## src/rtl/fpu_pkg.sv

```systemverilog
// Shared floating-point constants, result classes and IEEE bit-pattern helpers.
// Used by the multiplier post-normalize stage and the RNE rounder.
package fpu_pkg;

  localparam int FLAG_OVF = 0;
  localparam int FLAG_UNF = 1;
  localparam int FLAG_INX = 2;
  localparam int FLAG_W   = 3;

  typedef enum logic [2:0] {
    CLS_NAN,
    CLS_INF,
    CLS_ZERO,
    CLS_OVF,
    CLS_UNF,
    CLS_NORM
  } res_cls_e;

  function automatic int fpu_bias(input int ew);
    return (1 << (ew - 1)) - 1;
  endfunction

  function automatic logic [63:0] qnan_pat(
    input int ew,
    input int mw
  );
    return (((64'd1 << ew) - 64'd1) << mw)
         | (64'd1 << (mw - 1));
  endfunction

  function automatic logic [63:0] inf_pat(
    input logic sign,
    input int   ew,
    input int   mw
  );
    return ({63'd0, sign} << (ew + mw))
         | (((64'd1 << ew) - 64'd1) << mw);
  endfunction

  function automatic logic [63:0] zero_pat(
    input logic sign,
    input int   ew,
    input int   mw
  );
    return {63'd0, sign} << (ew + mw);
  endfunction

endpackage

```

## src/rtl/fpu_round_rne.sv

```systemverilog
// Round-to-nearest-even on a normalized mantissa with guard/sticky.
// Purely combinational; a mantissa carry-out bumps the exponent.
module fpu_round_rne
  import fpu_pkg::*;
#(
  parameter int EXP_WIDTH  = 8,
  parameter int MANT_WIDTH = 23
) (
  input  logic [MANT_WIDTH-1:0]       mant,
  input  logic                        g,
  input  logic                        s,
  input  logic signed [EXP_WIDTH+1:0] exp_in,
  output logic [MANT_WIDTH-1:0]       mant_out,
  output logic signed [EXP_WIDTH+1:0] exp_out
);

  logic                  inc;
  logic [MANT_WIDTH:0]   sum;

  assign inc = g & (s | mant[0]);
  assign sum = {1'b0, mant}
             + {{MANT_WIDTH{1'b0}}, inc};

  // On carry-out the low bits are already all zero.
  assign mant_out = sum[MANT_WIDTH-1:0];
  assign exp_out  = exp_in
                  + {{(EXP_WIDTH+1){1'b0}}, sum[MANT_WIDTH]};

endmodule

```

## src/rtl/fpu_mul_norm_round.sv

```systemverilog
// Multiplier back end: S1 normalizes the raw product, S2 rounds,
// classifies and packs the result, with valid/ready on both sides.
module fpu_mul_norm_round
  import fpu_pkg::*;
#(
  parameter int TOTAL_WIDTH = 32,
  parameter int EXP_WIDTH   = 8,
  parameter int MANT_WIDTH  = 23
) (
  input  logic                     clk,
  input  logic                     rst,
  input  logic                     in_valid,
  output logic                     in_ready,
  input  logic                     in_sign,
  input  logic [EXP_WIDTH+1:0]     in_exp,
  input  logic [2*MANT_WIDTH+1:0]  in_prod,
  input  logic                     in_nan,
  input  logic                     in_inf,
  input  logic                     in_zero,
  output logic                     out_valid,
  input  logic                     out_ready,
  output logic [TOTAL_WIDTH-1:0]   out_result,
  output logic                     out_overflow,
  output logic                     out_underflow,
  output logic                     out_inexact
);

  localparam int SIG_W  = MANT_WIDTH + 1;
  localparam int PROD_W = 2 * SIG_W;
  localparam int XW     = EXP_WIDTH + 2;

  localparam logic signed [XW-1:0] EXP_MAX =
    {2'b00, {EXP_WIDTH{1'b1}}};

  localparam logic [TOTAL_WIDTH-1:0] QNAN =
    TOTAL_WIDTH'(qnan_pat(EXP_WIDTH, MANT_WIDTH));

  // ---- S1: normalize ----
  logic                  top;
  logic [PROD_W-2:0]     norm;
  logic [MANT_WIDTH-1:0] n_mant;
  logic                  n_g;
  logic                  n_s;
  logic signed [XW-1:0]  n_exp;

  assign top    = in_prod[PROD_W-1];
  assign norm   = top ? in_prod[PROD_W-2:0]
                      : {in_prod[PROD_W-3:0], 1'b0};
  assign n_mant = norm[PROD_W-2 -: MANT_WIDTH];
  assign n_g    = norm[PROD_W-2-MANT_WIDTH];
  assign n_s    = |norm[PROD_W-3-MANT_WIDTH:0];
  assign n_exp  = $signed(in_exp)
                + $signed({{(XW-1){1'b0}}, top});

  logic                  s1_valid;
  logic                  s1_sign;
  logic signed [XW-1:0]  s1_exp;
  logic [MANT_WIDTH-1:0] s1_mant;
  logic                  s1_g;
  logic                  s1_s;
  logic                  s1_nan;
  logic                  s1_inf;
  logic                  s1_zero;

  logic s2_load;

  assign s2_load  = !out_valid || out_ready;
  assign in_ready = !s1_valid || s2_load;

  always_ff @(posedge clk or posedge rst) begin
    if (rst) begin
      s1_valid <= 1'b0;
      s1_sign  <= 1'b0;
      s1_exp   <= '0;
      s1_mant  <= '0;
      s1_g     <= 1'b0;
      s1_s     <= 1'b0;
      s1_nan   <= 1'b0;
      s1_inf   <= 1'b0;
      s1_zero  <= 1'b0;
    end else if (in_ready) begin
      s1_valid <= in_valid;
      if (in_valid) begin
        s1_sign <= in_sign;
        s1_exp  <= n_exp;
        s1_mant <= n_mant;
        s1_g    <= n_g;
        s1_s    <= n_s;
        s1_nan  <= in_nan;
        s1_inf  <= in_inf;
        s1_zero <= in_zero;
      end
    end
  end

  // ---- S2: round, classify, pack ----
  logic [MANT_WIDTH-1:0] r_mant;
  logic signed [XW-1:0]  r_exp;

  fpu_round_rne #(
    .EXP_WIDTH  (EXP_WIDTH),
    .MANT_WIDTH (MANT_WIDTH)
  ) u_rnd (
    .mant     (s1_mant),
    .g        (s1_g),
    .s        (s1_s),
    .exp_in   (s1_exp),
    .mant_out (r_mant),
    .exp_out  (r_exp)
  );

  res_cls_e              cls;
  logic [TOTAL_WIDTH-1:0] nxt_res;
  logic [FLAG_W-1:0]     nxt_flg;

  always_comb begin
    cls = CLS_NORM;
    if (s1_nan)
      cls = CLS_NAN;
    else if (s1_inf)
      cls = CLS_INF;
    else if (s1_zero)
      cls = CLS_ZERO;
    else if (r_exp >= EXP_MAX)
      cls = CLS_OVF;
    else if (r_exp[XW-1] || r_exp == '0)
      cls = CLS_UNF;
  end

  always_comb begin
    nxt_res = '0;
    nxt_flg = '0;
    unique case (cls)
      CLS_NAN:  nxt_res = QNAN;
      CLS_INF:  nxt_res = TOTAL_WIDTH'(
        inf_pat(s1_sign, EXP_WIDTH, MANT_WIDTH));
      CLS_ZERO: nxt_res = TOTAL_WIDTH'(
        zero_pat(s1_sign, EXP_WIDTH, MANT_WIDTH));
      CLS_OVF: begin
        nxt_res = TOTAL_WIDTH'(
          inf_pat(s1_sign, EXP_WIDTH, MANT_WIDTH));
        nxt_flg[FLAG_OVF] = 1'b1;
        nxt_flg[FLAG_INX] = 1'b1;
      end
      CLS_UNF: begin
        nxt_res = TOTAL_WIDTH'(
          zero_pat(s1_sign, EXP_WIDTH, MANT_WIDTH));
        nxt_flg[FLAG_UNF] = 1'b1;
        nxt_flg[FLAG_INX] = 1'b1;
      end
      default: begin
        nxt_res = {s1_sign,
                   r_exp[EXP_WIDTH-1:0],
                   r_mant};
        nxt_flg[FLAG_INX] = s1_g | s1_s;
      end
    endcase
  end

  always_ff @(posedge clk or posedge rst) begin
    if (rst) begin
      out_valid     <= 1'b0;
      out_result    <= '0;
      out_overflow  <= 1'b0;
      out_underflow <= 1'b0;
      out_inexact   <= 1'b0;
    end else if (s2_load) begin
      out_valid <= s1_valid;
      if (s1_valid) begin
        out_result    <= nxt_res;
        out_overflow  <= nxt_flg[FLAG_OVF];
        out_underflow <= nxt_flg[FLAG_UNF];
        out_inexact   <= nxt_flg[FLAG_INX];
      end
    end
  end

endmodule

```

## config.mk

```make
export PLATFORM = sky130hd
export DESIGN_NAME = fpu_mul_norm_round
export DESIGN_NICKNAME = d
export VERILOG_FILES = /design/src/rtl/fpu_pkg.sv /design/src/rtl/fpu_round_rne.sv /design/src/rtl/fpu_mul_norm_round.sv
export SDC_FILE = /design/constraint.sdc
export NUM_CORES = 1
export LEC_CHECK = 0
export ABC_AREA = 1
export CAP_MARGIN = 20
export CORE_AREA = 4 4 123 89
export CTS_CLUSTER_DIAMETER = 40
export CTS_CLUSTER_SIZE = 24
export DETAILED_ROUTE_END_ITERATION = 8
export DIE_AREA = 0 0 127 93
export PLACE_DENSITY = 0.75
export SLEW_MARGIN = 25
export SYNTH_ARGS = -nofsm -noshare
export SYNTH_HDL_FRONTEND = slang
export SYNTH_SLANG_ARGS = --single-unit
export TNS_END_PERCENT = 10
```

## constraint.sdc

```tcl
create_clock -name clk -period 6.3 [get_ports clk]
set_input_delay 0.945 -clock clk [delete_from_list [all_inputs] [get_ports clk]]
set_output_delay 0.945 -clock clk [all_outputs]
set_load 0.005 [all_outputs]
```

==> key figures <==
Timing
  • Worst-Margin Slew: roughly 970 ps
  • Max-slew violations: 0
  • Layout Skew: 6.279 ps
  • Final hold violation count: 0
  • Fmax: approximately 0.25 GHz
  • Final min period: about 4000 ps
  • RSZ-0062 raised after global routing: false
  • Final period utilization: 0.6399
  • Total negative slack: 0 ps
  • Rel. slew slack: 0.3518
  • Final setup violating endpoints: 0

Setup path
  • Critical path arrival: roughly 4300 ps
  • Critical Path Fanout Max: 22
  • Critical-path cell list: inv_1 -> nor3_1 -> nand2_1 -> or3_1 -> nor2_1 -> nand4_1 -> nor3_1 -> ha_1 -> nand2_2 -> nor2_4 -> nand2_2 -> nor2_4 -> xor2_2 -> nand2_2 -> a21oi_4 -> nand3_2 -> o21ai_0
  • Type of the worst setup path: reg2reg
  • Worst Setup Start Kind: flop
  • Slowest CP cell: nand3_2
  • CP required: roughly 6500 ps
  • Endpoint class of the critical path: flop
  • Max incr delay on CP: approximately 550 ps
  • Cell mode on critical path: nand2_2

Global route
  • Largest net degree at the start of global routing: 77
  • Initial antenna violation count: 0
  • GRT Total Usage: 0.1969
  • Vias in the first global route: 3714
  • First-pass GRT wire length: between 15000 and 20000 µm
  • GR Overflow Total: 0

Synthesis
  • Mapped Cells: 559
  • Synth cell types: 39
  • Synthesis Warnings: 0
  • Cell Area, Synth: 4317 µm²
  • Yosys top cell area share: 0.4406
  • Post-synth top area cell: dfrtp_1
  • Seq/Total Area, Yosys: 0.4406
  • Syn nets: 630
  • Synth Register Bits: 76
  • Top post-synthesis cells by area: dfrtp_1 44%, nand2_1 13%, inv_1 5.7%
  • Syn avg cell area: between 7 and 8 µm²

Floorplanning
  • Ports: 103
  • FP Rows: 30
  • Die height: 93 µm
  • Die area: between 10000 and 15000 µm²
  • Die Wd: between 100 and 150 µm
  • Effective utilization at floorplan: 0.4457
  • Core area: about 9700 µm²

Min path
  • Worst hold path class: reg2reg

Drt
  • Uppermost layer routed: met4
  • DR iter-0 viols: 312
  • First-pass DRT Iterations: 4
  • Routed vias: between 4000 and 5000
  • DRT Wirelength: approximately 11000 µm
  • Wire length on met2: ~4700 µm
  • Metal3 WL: roughly 940 µm
  • DRT antenna net count: 0
  • DR WL/cell: 14.52 µm
  • Number of remaining DRC errors: 0
  • Via/cell ratio: 5.125
  • Wire length on met1: between 5000 and 6000 µm

Power and ir drop
  • Static Leak: between 2 and 3 nW
  • PwrDens: between 200 and 300 nW/µm²
  • Final Power: around 1.6 mW
  • Max IR drop VDD: 152.4 µV

Finish
  • FF/Latch Area: 1902 µm²
  • Area occupied by multi-input gates: between 2000 and 2500 µm²
  • Layout cells sized above 1: 0.09422
  • Commonest non-fill, non-tap cell in the layout: nand2_1
  • # diodes: 0
  • Area Growth Syn to Fin: 34.03%
  • Most frequent cells in the layout: 145 x nand2_1, 102 x clkdlybuf4s50_1, 76 x dfrtp_1, 64 x inv_1, 50 x nor2_1
  • Nets: 724
  • # fillers: ~870

Clock tree
  • Total setup buffers inserted after CTS: 0
  • CTS max path bufs: 2
  • Worst-Skew Late Latency: around 330 ps
  • CTS tree: built
  • Cells resized by post-CTS repair: 0
  • CTS sink cnt: 76
  • Cts hold-fix bufs: 0
  • Num CTS Buffers: 9
  • CTS Root Cell: clkbuf_16
  • Clock transition at path regs: about 60 ps
  • H-Tree Level Count: 3

Placed design
  • Dpl hpwl: slightly below 9000 µm
  • Port bufs: slightly above 100
  • Final Wtd Congestion: just over 0.9

Flow run
  • # Max-Cap Violations: 0

Status
  • Status: finished clean
registers in the layout (all words and copies together) (netlist names):
signal         count
s1_inf             1
out_inexact        1
s1_sign            1
s1_nan             1
s1_valid           1
s1_g               1
s1_exp            10
s1_zero            1
s1_mant           23
out_result        32
s1_s               1
out_overflow       1
out_underflow      1
out_valid          1
layout make-up:
class | count | share of cell area
clock buffers | 10 | 0.03958
clock inverters | 6 | 0.02357
inverters | 68 | 0.04412
multi-input cells | 393 | 0.3553
flip-flops and latches | 76 | 0.3287
well taps | 128 | 0.02768
repair buffers | 105 | 0.1810
kinds of logic after synthesis:
| logic type | after synthesis | synth area share |
|---|---|---|
| compound gates | 95 | 0.1441 |
| xor+xnor | 20 | 0.04232 |
| buf+inv | 90 | 0.08319 |
| flops | 76 | 0.4406 |
| fa+ha+maj | 5 | 0.01449 |
| simple gates | 273 | 0.2754 |
power by group:
| group | internal [mW] | switching, mW | total (mW) |
|---|---|---|---|
| logic | 0.177 | 0.204 | 0.381 |
| clock network | 0.428 | 0.198 | 0.626 |
| registers | 0.564 | 0.0718 | 0.636 |
worst paths after layout:
check / to / slack (ps) / depth (start not counted) / startpoint
max reg2reg: out_result[12]$_DFFE_PP0P_ / 2270 / 17 / s1_mant[4]$_DFFE_PP0P_
max: out_result[12]$_DFFE_PP0P_ / 2270 / 17 / s1_mant[4]$_DFFE_PP0P_
min reg2reg: out_underflow$_DFFE_PP0P_ / 480 / 2 / out_underflow$_DFFE_PP0P_
min in group asynchronous: out_result[25]$_DFFE_PP0P_ / 1100 / 3 / rst
max in group asynchronous: s1_mant[4]$_DFFE_PP0P_ / 4690 / 3 / rst
min: out_underflow$_DFFE_PP0P_ / 480 / 2 / out_underflow$_DFFE_PP0P_
synthesized netlist by cell type, drive strengths merged:
cell    number
nand2      149
dfrtp       76
inv         68
o21ai       60
nor2        53
nand3       30
clkbuf      16
xor2        13
nor3        12
nand4       11
o211ai      11
a21oi       10
or2         10
a31oi        7
xnor2        7
buf          6
nor4         6
ha           5
o21bai       2
a22o         1
a31o         1
a32o         1
nor3b        1
o22a         1
o31ai        1
or3          1
routing by layer:
metal / vias to the layer above / global-route usage
met2: 165 / 0.2764
li1: 2002 / -
met5: - / 0
met4: 0 / 0.04643
met1: 1851 / 0.3061
met3: 10 / 0.04452
stage by stage:
step	hold WS, ps	setup WS, ps	util	cell area [µm²]	cells
6_report	479.9	2269	0.5974	5786	786
5_1_grt	504.9	1771	0.5974	5786	786
4_1_cts	486.0	2254	0.5970	5782	786
3_5_place_dp	469.4	2262	0.5593	5416	770
3_3_place_gp	464.3	2379	0.5593	5416	770
2_1_floorplan	449.7	3359	-	4317	559
critical path: cells and delay by family (launching register included):
family | cells | cell delay [ps]
fa+ha+maj | 1 | 250
flops | 1 | 380
simple gates | 12 | 2380
compound gates | 2 | 640
xor+xnor | 1 | 170
buf+inv | 1 | 80
Power figures use the tool's default switching activity.
